===== src/rtl/cam_pkg.sv =====
// Shared definitions for the cam and its entry allocator: address width,
// port-slice helpers and the active-low write-enable levels.
package cam_pkg;

  localparam logic Enable_  = 1'b0;
  localparam logic Disable_ = 1'b1;

  function automatic int addr_width(input int depth);
    return (depth <= 1) ? 1 : $clog2(depth);
  endfunction

  // Low bit of port idx inside a flattened bus of width-wide slices.
  function automatic int lsb(input int idx, input int width);
    return idx * width;
  endfunction

endpackage


===== src/rtl/cam_free_pick.sv =====
// Cascaded priority encoder: returns the WRITE lowest-index set bits of avail,
// each stage masking the entry picked by the stage before it.
module cam_free_pick
  import cam_pkg::*;
#(
  parameter int DEPTH = 32,
  parameter int WRITE = 4,
  parameter int ADDR  = 5
) (
  input  logic [DEPTH-1:0]      avail,
  output logic [ADDR*WRITE-1:0] pick,
  output logic [WRITE-1:0]      found
);

  logic [DEPTH-1:0] mask;
  logic [ADDR-1:0]  idx;
  logic             hit;

  always_comb begin
    mask  = avail;
    pick  = '0;
    found = '0;
    idx   = '0;
    hit   = 1'b0;
    for (int s = 0; s < WRITE; s++) begin
      idx = '0;
      hit = 1'b0;
      // Scanning downward leaves the lowest set bit as the final winner.
      for (int e = DEPTH - 1; e >= 0; e--) begin
        if (mask[e]) begin
          idx = ADDR'(e);
          hit = 1'b1;
        end
      end
      found[s]                     = hit;
      pick[lsb(s, ADDR) +: ADDR]   = idx;
      if (hit) mask[idx] = 1'b0;
    end
  end

endmodule


===== src/rtl/cam_alloc.sv =====
// Entry allocator in front of the cam write ports: tracks valid entries,
// grants free entries to insert requests and registers the cam write.
module cam_alloc
  import cam_pkg::*;
#(
  parameter  int DATA  = 32,
  parameter  int DEPTH = 32,
  parameter  int WRITE = 4,
  parameter  int FREE  = 2,
  localparam int ADDR  = addr_width(DEPTH)
) (
  input  logic                  clk,
  input  logic                  reset,
  input  logic [WRITE-1:0]      req,
  input  logic [DATA*WRITE-1:0] req_m,
  input  logic [DATA*WRITE-1:0] req_d,
  output logic [WRITE-1:0]      gnt,
  output logic [ADDR*WRITE-1:0] gaddr,
  output logic [WRITE-1:0]      we_,
  output logic [DATA*WRITE-1:0] wm,
  output logic [DATA*WRITE-1:0] wd,
  output logic [ADDR*WRITE-1:0] waddr,
  input  logic [FREE-1:0]       free,
  input  logic [ADDR*FREE-1:0]  free_addr,
  output logic [ADDR:0]         count,
  output logic                  full,
  output logic                  empty,
  output logic                  free_err
);

  localparam logic [ADDR:0] FULL_CNT = (ADDR + 1)'(DEPTH);

  logic [DEPTH-1:0]      valid;
  logic [ADDR*WRITE-1:0] pick;
  logic [WRITE-1:0]      found;

  cam_free_pick #(
    .DEPTH (DEPTH),
    .WRITE (WRITE),
    .ADDR  (ADDR)
  ) u_pick (
    .avail (~valid),
    .pick  (pick),
    .found (found)
  );

  // Request compaction: the k-th requester takes the k-th free pick.
  always_comb begin : grant_map
    int rank;
    rank  = 0;
    gnt   = '0;
    gaddr = '0;
    for (int i = 0; i < WRITE; i++) begin
      if (req[i]) begin
        gnt[i]                     = found[rank];
        gaddr[lsb(i, ADDR) +: ADDR] = pick[lsb(rank, ADDR) +: ADDR];
        rank++;
      end
    end
  end

  logic [DEPTH-1:0] set_mask;
  logic [DEPTH-1:0] clr_mask;
  logic             err_next;
  logic [ADDR:0]    n_set;
  logic [ADDR:0]    n_clr;
  logic [ADDR:0]    count_next;
  logic [ADDR-1:0]  fa;

  always_comb begin
    set_mask = '0;
    clr_mask = '0;
    err_next = 1'b0;
    n_set    = '0;
    n_clr    = '0;
    fa       = '0;
    for (int i = 0; i < WRITE; i++) begin
      if (gnt[i]) set_mask[gaddr[lsb(i, ADDR) +: ADDR]] = 1'b1;
    end
    // Duplicate releases of one valid entry collapse into a single clear.
    for (int j = 0; j < FREE; j++) begin
      fa = free_addr[lsb(j, ADDR) +: ADDR];
      if (free[j]) begin
        if ((int'(fa) < DEPTH) && valid[fa]) clr_mask[fa] = 1'b1;
        else                                 err_next     = 1'b1;
      end
    end
    for (int e = 0; e < DEPTH; e++) begin
      n_set = n_set + {{ADDR{1'b0}}, set_mask[e]};
      n_clr = n_clr + {{ADDR{1'b0}}, clr_mask[e]};
    end
    count_next = count + n_set - n_clr;
  end

  always_ff @(posedge clk) begin
    if (reset) begin
      valid    <= '0;
      we_      <= {WRITE{Disable_}};
      wm       <= '0;
      wd       <= '0;
      waddr    <= '0;
      count    <= '0;
      full     <= 1'b0;
      empty    <= 1'b1;
      free_err <= 1'b0;
    end else begin
      valid    <= (valid & ~clr_mask) | set_mask;
      count    <= count_next;
      full     <= (count_next == FULL_CNT);
      empty    <= (count_next == '0);
      free_err <= err_next;
      for (int i = 0; i < WRITE; i++) begin
        we_[i] <= gnt[i] ? Enable_ : Disable_;
        if (gnt[i]) begin
          waddr[lsb(i, ADDR) +: ADDR] <= gaddr[lsb(i, ADDR) +: ADDR];
          wm[lsb(i, DATA) +: DATA]    <= req_m[lsb(i, DATA) +: DATA];
          wd[lsb(i, DATA) +: DATA]    <= req_d[lsb(i, DATA) +: DATA];
        end
      end
    end
  end

endmodule


===== config.mk =====
export PLATFORM = sky130hd
export DESIGN_NAME = cam_alloc
export DESIGN_NICKNAME = d
export VERILOG_FILES = /design/src/rtl/cam_pkg.sv /design/src/rtl/cam_free_pick.sv /design/src/rtl/cam_alloc.sv
export SDC_FILE = /design/constraint.sdc
export NUM_CORES = 1
export LEC_CHECK = 0
export ABC_AREA = 1
export BUFFER_PORTS_ARGS = -buffer_cell sky130_fd_sc_hd__clkbuf_2
export CORE_AREA = 10 10 221 223
export CTS_BUF_LIST = sky130_fd_sc_hd__clkbuf_8
export CTS_CLUSTER_SIZE = 10
export DETAILED_ROUTE_END_ITERATION = 7
export DIE_AREA = 0 0 231 233
export GPL_TIMING_DRIVEN = 0
export PLACE_DENSITY = 0.67
export SLEW_MARGIN = 0
export SYNTH_ARGS = -nofsm -noshare
export SYNTH_HDL_FRONTEND = slang
export SYNTH_SLANG_ARGS = --single-unit

===== constraint.sdc =====
create_clock -name clk -period 16.68 [get_ports clk]
set_input_delay 0.834 -clock clk [delete_from_list [all_inputs] [get_ports clk]]
set_output_delay 0.834 -clock clk [all_outputs]
set_load 0.01 [all_outputs]

**Word-level counts from Yosys, hierarchy flattened**

Index checks and enable logic that the tools add are counted.

- Bits in latches: 0
- Logic and storage cells: 453
- Memories: 0
- Register bits: 321
- Bits in read-only memories: 0
- Memory bits (writable): 0
- Output and inout port bits: 313
- Bits of input ports: 274

- Multiplexer cells: 317
- Reductions and logical operators: 10
- Bitwise logic cells: 14
- Div/mod/pow operators: 0
- $add $sub $neg: 66
- Equal/unequal tests: 1
- $lt $le $gt $ge: 21
- $mul: 3
- Shift operators: 3

Operators with widths:

| operator | number |
|---|---|
| 5-bit 2-to-1 mux | 132 |
| 32-bit 2-to-1 mux | 13 |
| 6-bit by 1-bit adder with 6-bit output | 52 |
| 32-bit inverter | 5 |
| 32-bit OR | 5 |
| 1-bit 2-to-1 mux | 158 |
| 32-bit bitwise AND | 4 |
| 32-bit by 4-bit < comparator with 1-bit output (second input constant) | 3 |
| 32-bit by 4-bit multiplier with 32-bit output (second input constant) | 3 |
| 20-bit by 32-bit indexed part select with 5-bit output | 3 |
| 32-bit by 2-bit adder with 32-bit output (second input constant) | 2 |
| 5-bit by 6-bit < comparator with 1-bit output (second input constant) | 9 |
| 1-bit demux with 5-bit select | 9 |
| 5-bit by 1-bit >= comparator with 1-bit output (second input constant) | 9 |
| 5-bit by 1-bit adder with 6-bit output | 2 |
| 4-bit by 1-bit adder with 5-bit output | 2 |
| 1-bit binary-select mux with 5-bit select | 2 |
| 1-bit logical AND | 9 |
| 3-bit by 1-bit adder with 4-bit output | 2 |
| 2-bit by 1-bit adder with 3-bit output | 2 |
| 6-bit adder | 1 |
| 1-bit binary-select mux with 2-bit select | 3 |
| 6-bit == test (second input constant) | 1 |
| 6-bit zero test | 1 |
| other kinds (2) | 3 |

**Longest topological paths before layout**

- Depth in word-level cells: 196
- Depth in mapped cells: 152
- Mapped depth without buffers: 151

**By module**

A second synthesis with hierarchy kept.

- Cell total of the unflattened synthesis: 3,005
- Area total of the unflattened synthesis: 19,299.8 sq um

By module, submodules not included:

| module | seq. area each (sq um) | area each (sq um) | instances | cells an instance |
|---|---|---|---|---|
| cam_alloc | 6,426.2 | 16,707.3 | 1 | 2,434 |
| cam_free_pick | 0.0 | 2,592.5 | 1 | 571 |

**Worst setup path before layout**

No wires, ideal clock.

- Kind: reg-to-reg
- Start point: reg valid[31]
- End point: reg full
- Buffers on the path: 1
- Setup slack: 3.704 ns
- Setup time: 0.064 ns
- Data required time: 16.616 ns
- Arrival: 12.912 ns
- Stages on the path, launching flop included: 149
- Period minus slack after synthesis: 12.976 ns
- Cell sequence: dfxtp_1 > inv_2 > nand2_1 > nand2_1 > nand2_1 > nand2_1 > nand2_1 > nand2_1 > nand2_1 > nand2_1 > nand2_1 > nand2_1 > nand2_1 > nand2_1 > nand2_1 > nand2_1 > nand2_1 > nand2_1 > [113 not listed] > fa_1 > inv_1 > fa_1 > fa_1 > inv_1 > fa_1 > fa_1 > inv_1 > fa_1 > inv_1 > ha_1 > fa_1 > nand2_1 > nand2_1 > a21oi_1 > xor2_1 > nand2_1 > nor2_1

- Longest elaborated chain between the ends: 196
- Elaborated cells on any way between the ends: 402
- Classes of those cells: add/sub (64); order compare (14); eq/ne (1); shift (3); mux (302); bitwise (11); reduce/logical (7)

Ends and longest elaborated chain:

| item | RTL line | RTL |
|---|---|---|
| start: declaration | cam_alloc.sv:33 | `logic [DEPTH-1:0] valid;` |
| start signal: assignment | cam_alloc.sv:107 | `valid <= (valid & ~clr_mask) \| set_mask;` |
| 32-bit inverter | cam_alloc.sv:42 | `.avail (~valid),` |
| 5-bit 2-to-1 mux (32 in a row) | cam_free_pick.sv:30 | `if (mask[e]) begin` |
| 5-bit by 6-bit < comparator with 1-bit output (not written as such) or 5-bit by 1-bit >= comparator with 1-bit output (tied branches) | cam_free_pick.sv:37 | `if (hit) mask[idx] = 1'b0;` |
| 1-bit logical AND (not written as such) | cam_free_pick.sv:37 |  |
| 1-bit 2-to-1 mux (not written as such) | cam_free_pick.sv:37 |  |
| 1-bit demux with 5-bit select | - |  |
| 32-bit inverter (no line) | - |  |
| 32-bit bitwise AND (no line) | - |  |
| [124 not listed] | - |  |
| 2-bit by 1-bit adder with 3-bit output | cam_alloc.sv:89 | `n_set = n_set + {{ADDR{1'b0}}, set_mask[e]};` |
| 3-bit by 1-bit adder with 4-bit output | cam_alloc.sv:89 |  |
| 4-bit by 1-bit adder with 5-bit output | cam_alloc.sv:89 |  |
| 5-bit by 1-bit adder with 6-bit output | cam_alloc.sv:89 |  |
| 6-bit by 1-bit adder with 6-bit output (26 in a row) | cam_alloc.sv:89 |  |
| 6-bit adder | cam_alloc.sv:92 | `count_next = count + n_set - n_clr;` |
| 6-bit subtractor (*) | cam_alloc.sv:92 |  |
| 6-bit == test (*) | cam_alloc.sv:109 | `full <= (count_next == FULL_CNT);` |
| end signal: assignment | cam_alloc.sv:109 |  |
| end: declaration | cam_alloc.sv:26 | `output logic full,` |

Mark *: on every way between the ends. The rest lies on a longest branch, timed or not. The select of a mux whose other input is x is not followed.
A chain may end at the register's enable or synchronous reset.

**Final worst setup path**

Same ends and word-level chain as after synthesis.

==> results.yml <==
timing:
  slew_viol_final: 0
  period_share: 0.916
  fmax_ghz: 0.0654
  max_slew_margin: 0.250
  fin_skew_ns: 0.0506
  setup_ws_ns: 1.40
  hold_ws_ns: 0.391
  hold_violations: 0
  setup_viol: 0
  worst_pin_slew_ns: 1.12
  finalCriticalPeriod_ns: 15.28
  tns_ns: 0
route:
  drt-initial-drc-count: 2070
  ant_nets: 0
  via_count: 21700
  drtPass1Iterations: 6
  remaining_drc_errors: 0
  drt_wl_total_mm: 91.7
  vias_per_cell: 5.30
  wl_per_cell_um: 22.4
cts:
  htreeDepth: 2
  cts_made_buffers: 57
  clk_pin_slew_ns: 0.06
  cts_tree: "done"
  clock-sinks: 321
  cts_root_buf: "clkbuf_8"
  insertion_delay_ns: 0.67
  clock_path_buffers: 3
setup_path:
  path_common_cell: "nand2_1"
  r2r-start: "valid[31]$_SDFF_PP0_"
  critPathCapture: "full$_SDFF_PP0_"
  crit_path_start_kind: "register"
  max_stage_delay_ns: 0.66
  reg2reg_slack_ns: 1.40
  arrival_ns: 15.87
  crit_family: "simple AND/OR/NAND/NOR gates"
  cp_max_fo: 10
  cp-end-kind: "register"
  crit_type: "register to register"
  reg2reg_to: "full$_SDFF_PP0_"
  path_depth: 111
  critPathRequiredTime_ns: 17.27
  worst-path-buf-inv: 10
  cp-startpoint: "valid[31]$_SDFF_PP0_"
  r2r_cells: 111
  critical_path.slowest_cell: "o21ai_0"
power:
  p_per_area_mw_per_mm2: 141
  leakage_nw: 11.2
  ir_drop_mv: 0.445
logic_synthesis:
  synth_edf_count: 0
  synth_nets: 3136
  synthesis.area_sq_mm: 0.0185
  avgSynthCellArea_sq_um: 6.63
  synth-async-reset-ratio: 0
  synth_warnings: 0
  synth_cell_types: 49
  synth_cells: 2784
  synth-seq-cells: 321
  ys_seq_area_frac: 0.348
  synthFlopType: "dfxtp_1"
global_route:
  grt_pass1_wl_mm: 132
  grt_max_degree: 17
  antenna_found_initial: 8
  grt_pass1_vias: 20600
  grt-ovfl-total: 0
  grtUsageTotal: 0.324
finish:
  layout.nets: 3792
  syn2layout_area_growth_pct: 28.0
  layout-drive-gt1-share: 0.228
min_path:
  holdCritPathClass: "primary input to register"
floorplan:
  dieWidth_um: 231
  rows: 77
  die-area_sq_mm: 0.0538
  top_level_ports: 587
  coreArea_sq_mm: 0.0441
  start_util: 0.418
  die_y_um: 233
placed_design:
  dp_slack_ns: 1.04
  portBuffers: 586
  dp_hpwl_mm: 77.0
  place.gp.congestion: 1.06
run_status:
  status: "finished clean"
job:
  drv_cap: 0
==> tightest hold or removal path, cell delays in order <==
cell	delay, ns
clkbuf_2	0.08
nor2_1	0.03
nor2_1	0.08
==> kinds of logic (layout without fill, tap and decap cells) <==
| group | Yosys count | after routing | synth area share |
|---|---|---|---|
| AND/OR/NAND/NOR | 1343 | 1343 | 0.299 |
| other | 0 | 9 | 0 |
| XOR/XNOR | 6 | 6 | 0.00285 |
| adder cells (fa/ha/maj) | 78 | 78 | 0.0772 |
| AO/OA/AOI/OAI | 570 | 570 | 0.177 |
| flip-flops | 321 | 321 | 0.348 |
| multiplexers | 1 | 1 | 0.000542 |
| buffers and inverters | 465 | 1167 | 0.0957 |
==> final cells by class <==
class                   count  area [sq um]
plain buffers             111           447
repair buffers            597          3020
clock buffers              74          1020
inverters                 354          1330
fillers                  4577         20500
flip-flops and latches    321          6430
clock inverters            31           275
multi-input cells        1998         10400
diodes                      9          22.5
well taps                 592           741
==> repair_timing <==
| action | in CTS | in global routing |
|---|---|---|
| endpoints found under the setup margin | 0 | 6 |
| gates resized for setup | 0 | 39 |
| hold buffers | 0 | 0 |
| hold endpoints to repair | 0 | 0 |
| setup buffers | 0 | 11 |
==> worst min-delay path by stage <==
stage	slack, ns	start	depth (start not counted)	to
3_3_place_gp	0.45	waddr[13]$_SDFFE_PP0P_	2	waddr[13]$_SDFFE_PP0P_
6_report	0.39	req_m[2]	3	wm[2]$_SDFFE_PP0P_
2_1_floorplan	0.49	waddr[9]$_SDFFE_PP0P_	2	waddr[9]$_SDFFE_PP0P_
3_5_place_dp	0.46	waddr[12]$_SDFFE_PP0P_	2	waddr[12]$_SDFFE_PP0P_
4_1_cts	0.35	req_m[16]	3	wm[16]$_SDFFE_PP0P_
5_1_grt	0.38	req_m[28]	3	wm[28]$_SDFFE_PP0P_
==> per-layer routing <==
metal,up-vias,share of wire,global-route usage
li1,10300,-,-
met4,2,0.051,0.148
met5,-,0.00014,0
met1,9850,0.37,0.376
met2,1249,0.47,0.535
met3,234,0.12,0.106
==> synthesized netlist by cell type, types with 8 or more instances <==
| cell | instances | share of area |
|---|---|---|
| nor2_1 | 664 | 0.13 |
| nand2_1 | 415 | 0.084 |
| o21ai_0 | 375 | 0.10 |
| inv_1 | 340 | 0.069 |
| dfxtp_1 | 321 | 0.35 |
| nand3_1 | 144 | 0.039 |
| clkbuf_1 | 101 | 0.021 |
| fa_1 | 60 | 0.065 |
| a21oi_1 | 40 | 0.011 |
| nor3_1 | 39 | 0.011 |
| o221ai_1 | 28 | 0.013 |
| or2_2 | 27 | 0.0091 |
| a31oi_1 | 25 | 0.0085 |
| o21bai_1 | 22 | 0.0089 |
| nand4_1 | 20 | 0.0068 |
| ha_1 | 18 | 0.012 |
| o22ai_1 | 18 | 0.0061 |
| a22oi_1 | 13 | 0.0053 |
| inv_2 | 12 | 0.0024 |
| nand2_2 | 11 | 0.0037 |
| a221oi_1 | 9 | 0.0043 |
| o211ai_1 | 8 | 0.0033 |
==> where the power goes <==
group	internal [mW]	switching [mW]
logic	0.628	1.00
clock network	0.464	0.358
registers	0.843	0.0408
==> layout by cell type (no fill, tap or decap), types with 25 or more instances in the layout <==
cell type	n
o221ai_1	28
o21ai_0	370
nor2_1	662
dfxtp_1	320
fa_1	59
clkbuf_2	589
a31oi_1	25
clkbuf_8	74
clkbuf_1	98
nand3_1	142
nor3_1	39
inv_1	347
a21oi_1	39
or2_2	27
nand2_1	410
==> sequential cells by signal, indices dropped and copies added (netlist names) <==
signal    flops
wd          128
free_err      1
count         6
full          1
empty         1
we_           4
valid        32
wm          128
waddr        20
==> metrics by stage <==
| step | cells | area, sq um | util | total power, mW |
|---|---|---|---|---|
| after floorplan | 2784 | 18500 | - | 2.02 |
| after global placement | 3962 | 22100 | 0.502 | 2.47 |
| after detailed placement | 3962 | 22100 | 0.502 | 2.48 |
| after CTS | 4067 | 23400 | 0.531 | 3.31 |
| after global routing | 4085 | 23600 | 0.536 | 3.63 |
| final | 4087 | 23600 | 0.536 | 3.34 |
No activity file was read; power rests on OpenSTA's default activity.
